### config.mk
export PLATFORM = sky130hd
export DESIGN_NAME = fetch_queue_flat
export DESIGN_NICKNAME = d
export VERILOG_FILES = /design/src/rtl/fetch_queue_if.sv /design/src/rtl/fetch_queue.sv /design/src/flat_wrapper.sv
export SDC_FILE = /design/constraint.sdc
export NUM_CORES = 1
export LEC_CHECK = 0
export BUFFER_PORTS_ARGS = -buffer_cell sky130_fd_sc_hd__buf_2
export CELL_PAD_IN_SITES_DETAIL_PLACEMENT = 0
export CELL_PAD_IN_SITES_GLOBAL_PLACEMENT = 1
export CORE_MARGIN = 2
export CORE_UTILIZATION = 30
export DETAILED_ROUTE_END_ITERATION = 12
export GPL_TIMING_DRIVEN = 0
export MAX_ROUTING_LAYER = met4
export PLACE_DENSITY = 0.64
export SYNTH_ARGS = -nofsm -noshare
export SYNTH_HDL_FRONTEND = slang
export SYNTH_SLANG_ARGS = --single-unit
### constraint.sdc
create_clock -name CLK -period 7.9 [get_ports CLK]
set_input_delay 2.37 -clock CLK [delete_from_list [all_inputs] [get_ports CLK]]
set_output_delay 2.37 -clock CLK [all_outputs]
set_load 0.02 [all_outputs]
### src/rtl/fetch_queue_if.sv
// -----------------------------------------------------------------------------
// fetch_queue_if
//   Bundles the fetch stage's instruction-cache request/response signals and
//   its decode-side valid/deq handshake.
//
//   master : the fetch stage (fetch_queue) -- drives the icache request and the
//            queue head toward decode; receives ihit/imemload, redirect, deq.
//   slave  : the environment (icache + decode/execute) -- the mirror image.
//
//   Signals
//     imemREN     fetch -> icache   read request
//     imemaddr    fetch -> icache   request address (fetch PC, word aligned)
//     ihit        icache -> fetch   request serviced, imemload valid
//     imemload    icache -> fetch   fetched instruction word
//     redirect    exec -> fetch     taken branch/jump: flush and refetch
//     redirect_pc exec -> fetch     new fetch target
//     deq         decode -> fetch   decode accepts the head entry
//     valid       fetch -> decode   head entry present
//     instr/pc/pc4 fetch -> decode  head entry contents (0 when !valid)
//     count       fetch -> decode   occupied entries
//     halted      fetch -> out      HALT word fetched, fetching stopped
// -----------------------------------------------------------------------------
interface fetch_queue_if #(
  parameter int DEPTH  = 4,
  parameter int WORD_W = 32
);
  localparam int CNT_W = $clog2(DEPTH + 1);

  logic              imemREN;
  logic [WORD_W-1:0] imemaddr;
  logic              ihit;
  logic [WORD_W-1:0] imemload;
  logic              redirect;
  logic [WORD_W-1:0] redirect_pc;
  logic              deq;
  logic              valid;
  logic [WORD_W-1:0] instr;
  logic [WORD_W-1:0] pc;
  logic [WORD_W-1:0] pc4;
  logic [CNT_W-1:0]  count;
  logic              halted;

  modport master (
    output imemREN, imemaddr, valid, instr, pc, pc4, count, halted,
    input  ihit, imemload, redirect, redirect_pc, deq
  );

  modport slave (
    input  imemREN, imemaddr, valid, instr, pc, pc4, count, halted,
    output ihit, imemload, redirect, redirect_pc, deq
  );
endinterface

### src/rtl/fetch_queue.sv
// -----------------------------------------------------------------------------
// fetch_queue
//   Instruction-fetch stage. Owns the fetch PC, issues one word request per
//   cycle on the icache port while the queue has room and no HALT has been
//   fetched, and buffers returned words with their PCs in a DEPTH-entry FIFO
//   that decode drains through valid/deq. A redirect flushes everything and
//   restarts fetch at the (word-aligned) target.
//
//   Parameters
//     WORD_W  instruction / PC width (>= 32; HALT opcode lives in [31:26])
//     DEPTH   queue entries, power of two, >= 2
//     PC_INIT fetch PC after reset
//
//   Ports
//     CLK  clock, all state updates on the rising edge
//     RST  synchronous, active-high reset
//     bus  fetch_queue_if.master (icache request/response + decode handshake)
// -----------------------------------------------------------------------------
module fetch_queue #(
  parameter int                 WORD_W  = 32,
  parameter int                 DEPTH   = 4,
  parameter logic [WORD_W-1:0]  PC_INIT = '0
) (
  input  logic          CLK,
  input  logic          RST,
  fetch_queue_if.master bus
);

  localparam int                PTR_W      = $clog2(DEPTH);
  localparam int                CNT_W      = $clog2(DEPTH + 1);
  localparam logic [CNT_W-1:0]  FULL_COUNT = CNT_W'(DEPTH);
  localparam logic [5:0]        HALT_OP    = 6'b111111;

  logic [WORD_W-1:0] fetch_pc_q, fetch_pc_d;
  logic [PTR_W-1:0]  rd_ptr_q,   rd_ptr_d;
  logic [PTR_W-1:0]  wr_ptr_q,   wr_ptr_d;
  logic [CNT_W-1:0]  count_q,    count_d;
  logic              halted_q,   halted_d;

  logic [WORD_W-1:0] mem_instr_q [DEPTH];
  logic [WORD_W-1:0] mem_pc_q    [DEPTH];

  logic head_valid;
  logic req;
  logic enq;
  logic deq_fire;
  logic is_halt;

  // Request depends on registered state only, so there is no comb path from
  // ihit/deq to imemREN. A deq on a full queue therefore frees the slot one
  // cycle before the next request goes out.
  always_comb begin
    head_valid = (count_q != '0);
    req        = !halted_q && (count_q != FULL_COUNT);
    enq        = req && bus.ihit && !bus.redirect;
    deq_fire   = bus.deq && head_valid && !bus.redirect;
    is_halt    = (bus.imemload[31:26] == HALT_OP);
  end

  always_comb begin
    // NOTE: every signal gets a default first, so no path leaves it unassigned
    // and no latch is inferred.
    fetch_pc_d = fetch_pc_q;
    rd_ptr_d   = rd_ptr_q;
    wr_ptr_d   = wr_ptr_q;
    count_d    = count_q;
    halted_d   = halted_q;

    if (bus.redirect) begin
      // Flush wins over any same-cycle ihit/deq; target is forced word aligned.
      fetch_pc_d = bus.redirect_pc & ~WORD_W'(3);
      rd_ptr_d   = '0;
      wr_ptr_d   = '0;
      count_d    = '0;
      halted_d   = 1'b0;
    end else begin
      if (enq) begin
        // Pointers wrap for free because DEPTH is a power of two.
        wr_ptr_d   = wr_ptr_q + PTR_W'(1);
        fetch_pc_d = fetch_pc_q + WORD_W'(4);
        if (is_halt) halted_d = 1'b1;
      end
      if (deq_fire) rd_ptr_d = rd_ptr_q + PTR_W'(1);

      unique case ({enq, deq_fire})
        2'b10:   count_d = count_q + CNT_W'(1);
        2'b01:   count_d = count_q - CNT_W'(1);
        default: count_d = count_q;
      endcase
    end
  end

  // NOTE: sequential state uses non-blocking assignments so every flop samples
  // its pre-edge value regardless of statement order.
  always_ff @(posedge CLK) begin
    if (RST) begin
      fetch_pc_q <= PC_INIT;
      rd_ptr_q   <= '0;
      wr_ptr_q   <= '0;
      count_q    <= '0;
      halted_q   <= 1'b0;
    end else begin
      fetch_pc_q <= fetch_pc_d;
      rd_ptr_q   <= rd_ptr_d;
      wr_ptr_q   <= wr_ptr_d;
      count_q    <= count_d;
      halted_q   <= halted_d;
    end
  end

  // NOTE: the storage array is deliberately not reset; an entry is only ever
  // read while count says it holds data, and the outputs below are gated by
  // head_valid, so stale contents are never visible.
  always_ff @(posedge CLK) begin
    if (enq && !RST) begin
      mem_instr_q[wr_ptr_q] <= bus.imemload;
      mem_pc_q[wr_ptr_q]    <= fetch_pc_q;
    end
  end

  assign bus.imemREN  = req;
  assign bus.imemaddr = fetch_pc_q;
  assign bus.valid    = head_valid;
  assign bus.instr    = head_valid ? mem_instr_q[rd_ptr_q] : '0;
  assign bus.pc       = head_valid ? mem_pc_q[rd_ptr_q] : '0;
  assign bus.pc4      = head_valid ? (mem_pc_q[rd_ptr_q] + WORD_W'(4)) : '0;
  assign bus.count    = count_q;
  assign bus.halted   = halted_q;

endmodule

### src/flat_wrapper.sv
// flat-port wrapper written by rule: the top's interface ports become plain ports
module fetch_queue_flat 
#(
  parameter int                 WORD_W  = 32,
  parameter int                 DEPTH   = 4,
  parameter logic [WORD_W-1:0]  PC_INIT = '0
)
  (CLK, RST, bus_imemREN, bus_imemaddr, bus_valid, bus_instr, bus_pc, bus_pc4, bus_count, bus_halted, bus_ihit, bus_imemload, bus_redirect, bus_redirect_pc, bus_deq);
  fetch_queue_if #(.DEPTH(DEPTH), .WORD_W(WORD_W)) bus_i ();
  input  logic CLK;
  input  logic RST;
  output wire logic [$bits(bus_i.imemREN)-1:0] bus_imemREN;
  output wire logic [$bits(bus_i.imemaddr)-1:0] bus_imemaddr;
  output wire logic [$bits(bus_i.valid)-1:0] bus_valid;
  output wire logic [$bits(bus_i.instr)-1:0] bus_instr;
  output wire logic [$bits(bus_i.pc)-1:0] bus_pc;
  output wire logic [$bits(bus_i.pc4)-1:0] bus_pc4;
  output wire logic [$bits(bus_i.count)-1:0] bus_count;
  output wire logic [$bits(bus_i.halted)-1:0] bus_halted;
  input wire logic [$bits(bus_i.ihit)-1:0] bus_ihit;
  input wire logic [$bits(bus_i.imemload)-1:0] bus_imemload;
  input wire logic [$bits(bus_i.redirect)-1:0] bus_redirect;
  input wire logic [$bits(bus_i.redirect_pc)-1:0] bus_redirect_pc;
  input wire logic [$bits(bus_i.deq)-1:0] bus_deq;
  assign bus_imemREN = bus_i.imemREN;
  assign bus_imemaddr = bus_i.imemaddr;
  assign bus_valid = bus_i.valid;
  assign bus_instr = bus_i.instr;
  assign bus_pc = bus_i.pc;
  assign bus_pc4 = bus_i.pc4;
  assign bus_count = bus_i.count;
  assign bus_halted = bus_i.halted;
  assign bus_i.ihit = bus_ihit;
  assign bus_i.imemload = bus_imemload;
  assign bus_i.redirect = bus_redirect;
  assign bus_i.redirect_pc = bus_redirect_pc;
  assign bus_i.deq = bus_deq;
  fetch_queue #(.WORD_W(WORD_W), .DEPTH(DEPTH), .PC_INIT(PC_INIT)) u_core (.CLK(CLK), .RST(RST), .bus(bus_i));
endmodule
==> key figures <==
Drt
  • Starting DRT DRC Count: ~550
  • Antenna viol nets, final: 0
  • Total number of vias: between 7000 and 8000
  • DR pass1 iterations: 5
  • WL final: between 30000 and 40000 um
  • Drt drc: 0
  • Vias per cell: around 4.8
  • DR WL/cell: between 20 and 25 um

Critical path
  • Max FO, Critical Path: 10
  • Worst r2r src: u_core.bus.count[0]$_SDFFE_PP0P_
  • Worst Reg2Reg Path Length in Cells: 9
  • Startpoint types: register
  • Category of the most critical setup path: register to output pin
  • Flop-to-flop setup slack: between 4 and 5 ns
  • CP arrival: around 3.4 ns
  • Crit path required time: approximately 5.5 ns
  • RR Endpoint: u_core.bus.count[2]$_SDFFE_PP0P_
  • CP endpoint kind: output pin
  • Crit path to: bus_pc4[28]

Global routing
  • Gr usage total: ~15%
  • Largest net degree at the start of global routing: 37
  • GRT Residual Overflow: 0
  • Vias in the first global route: around 7600
  • First-pass GRT wire length: 48400 um
  • Initial antenna violation count: 2

Yosys
  • Mapped cell area: between 0.01 and 0.015 mm2
  • Top post-synthesis cells by count: edfxtp_1, and2_1, nor2_1
  • Top-area cell type share of the netlist area: about 60%
  • Synth cell types: 44
  • Post-synth top area cell: edfxtp_1
  • EDFF count, synth: around 250
  • Async set-reset flop share out of synthesis: 0%
  • Mapped Cells: 788
  • Number of synthesized register bits: about 290
  • Count leader, synth: edfxtp_1
  • Area contributors post-synth: edfxtp_1, mux4_2, dfxtp_1, and2_1, mux4_1
  • Sequential fraction of the synthesis area: 66.6%
  • Top_reg_cell synth: edfxtp_1
  • Warning count from the yosys run: 0
  • Syn avg cell area: between 15 and 20 um2

STA
  • RSZ-0062 raised after global routing: false
  • Clock Skew: 0.0133 ns
  • Setup TNS: 0 ns
  • Setup-failing EPs final: 0
  • Final hold slack: slightly above 0.5 ns
  • Endpoints failing hold: 0
  • Min setup slack post-route: between 2 and 2.5 ns
  • Minimum clock period: around 5.7 ns
  • Worst slew pin tran: roughly 0.93 ns
  • Worst slew margin: around 38%
  • Fin crit share: between 70 and 80%
  • Fmax: 174 MHz
  • Slew Viols, Final: 0

Placed design
  • GPL Wtd Cong: ~0.81
  • Cells after DPL: roughly 1500
  • Setup WS pre-CTS: ~2.7 ns
  • IO Port Bufs: between 150 and 200
  • HPWL after DPL: ~22000 um

Power
  • P_int: ~0.0026 W
  • Total net switching power: roughly 0.00073 W
  • Flop pwr share: about half
  • Lkg Pwr: roughly 5.3 nW
  • PD cells: about 220 mW/mm2
  • Comb power frac: about 5.6%
  • Clock power share: a little over two fifths
  • Peak supply drop: around 0.00016 V
  • Net Sw Frac: between 20% and 30%

Clock tree
  • Post-CTS Setup Inserts: 0
  • Clock-pin slew on the worst setup and hold paths: 0.06 ns
  • Clock Tree Root: clkbuf_16
  • Total CTS buffers: 31
  • CTS tree: done
  • CTS sink cnt: ~290
  • Clk buf depth: 3
  • Worst-Skew Late Latency: roughly 0.56 ns
  • Count of hold-fix buffers inserted at cts: 0
  • PostCTS Resize Cnt: 0
  • H-tree depth: 1

Floorplan
  • Site Rows: 74
  • Die height: between 200 and 250 um
  • IO Pins: around 200
  • Total die area: around 0.043 mm2
  • Core Area: around 0.041 mm2
  • Starting Density: approximately 30%
  • Die Width: just over 200 um

Flow run
  • # Max-Cap Violations: 0

Hold path
  • Hold Crit Class: register to register
  • Hold Crit Depth: 2

Cells and area
  • Layout area overhead: 22.4%
  • Filler cell count: 3937
  • Layout cells sized above 1: between 30% and 40%
  • Finished Layout Cells: approximately 1600
  • Final nets: 1100

Status
  • Status: finished clean
## through the flow
| step | utilization, % | power [W] | area [um2] |
|---|---|---|---|
| after global routing | 37.2 | 0.00343 | 15100 |
| final | 37.2 | 0.00331 | 15200 |
| after detailed placement | 34.8 | 0.00194 | 14200 |
| after CTS | 37.2 | 0.00335 | 15100 |
| after floorplan | - | 0.00184 | 12400 |
| after global placement | 34.4 | 0.00193 | 14000 |
## flip-flops by register name, indices dropped and copies added (netlist names), named ones only
name and cells:
u_core.mem_pc_q 120, u_core.mem_instr_q 128, u_core.wr_ptr_q 2, u_core.bus.halted 1
u_core.bus.count 3, u_core.bus.imemaddr 30, u_core.rd_ptr_q 2
## layout make-up
cell class              count  area [um2]  area share, %
flip-flops and latches    288        8250           54.4
plain buffers              48         312           2.06
repair buffers            197        1080           7.10
clock inverters            14         158           1.04
clock buffers              41         823           5.43
well taps                 532         666           4.39
multi-input cells         438        3790           25.0
diodes                      4        10.0         0.0661
inverters                  19        71.3          0.471
## worst max-delay path: stages, from the launching register on
cell and delay [ns]:
dfxtp_1 0.31, buf_6 0.15, buf_12 0.15, mux4_2 0.40
ha_1 0.21, nand3_1 0.19, or4_4 0.47, buf_6 0.16
nor3b_1 0.23, mux2_1 0.37, buf_2 0.17
## logic make-up (layout without fill, tap and decap cells)
| kind of cell | after synthesis | in the layout | synth area share [%] |
|---|---|---|---|
| buffers and inverters | 67 | 319 | 3.09 |
| DFF | 288 | 288 | 66.6 |
| and+or+nand+nor | 254 | 254 | 11.3 |
| xor gates and xnor gates | 31 | 31 | 2.19 |
| other | 1 | 10 | 0.0303 |
| muxes | 68 | 68 | 12.2 |
| AOI/OAI and AO/OA | 71 | 71 | 3.71 |
| adders and majority gates | 8 | 8 | 0.869 |
## how the worst min path moves through the flow
stage	from	to	slack [ns]
floorplan	u_core.wr_ptr_q[0]$_SDFFE_PP0P_	u_core.wr_ptr_q[0]$_SDFFE_PP0P_	0.47
global placement	u_core.wr_ptr_q[1]$_SDFFE_PP0P_	u_core.wr_ptr_q[1]$_SDFFE_PP0P_	0.48
detailed placement	u_core.wr_ptr_q[0]$_SDFFE_PP0P_	u_core.wr_ptr_q[0]$_SDFFE_PP0P_	0.50
CTS	u_core.wr_ptr_q[0]$_SDFFE_PP0P_	u_core.wr_ptr_q[0]$_SDFFE_PP0P_	0.51
global route	u_core.wr_ptr_q[1]$_SDFFE_PP0P_	u_core.wr_ptr_q[1]$_SDFFE_PP0P_	0.53
finish	u_core.wr_ptr_q[0]$_SDFFE_PP0P_	u_core.wr_ptr_q[0]$_SDFFE_PP0P_	0.50
## per-layer routing
layer  vias to the layer above  share of wire [%]  track usage (%)
li1                       3546                  -                -
met1                      3813                 46             20.8
met2                       175                 47             23.8
met3                        24                5.0             2.62
met4                         0                1.3             3.23
met5                         -                  0                -
## power by group through the flow
stage	Combinational (W)	Sequential (W)	Clock [W]
after detailed placement	0.000190	0.00175	0
final	0.000186	0.00171	0.00141
after floorplan	0.0000925	0.00175	0
after global placement	0.000187	0.00174	0
after global routing	0.000204	0.00172	0.00151
after CTS	0.000191	0.00171	0.00144
## cell usage in the layout (no fill, tap or decap), types with 7 or more instances in the layout
cell type,Yosys,layout
a211oi_1,14,14
a21oi_1,18,18
a311oi_1,13,13
and2_1,60,60
buf_2,4,197
buf_4,7,7
clkbuf_1,27,36
clkbuf_16,0,31
dfxtp_1,40,40
edfxtp_1,248,248
ha_1,7,7
inv_1,19,19
mux4_1,11,11
mux4_2,51,51
nand2_1,27,27
nand3_1,15,15
nand4_1,18,18
nor2_1,58,58
nor3_1,17,16
nor4_1,8,8
o21ai_0,19,19
or3_1,20,20
xnor2_1,23,23
xor2_1,8,8
Note: power is estimated with default switching activity, not from simulation.
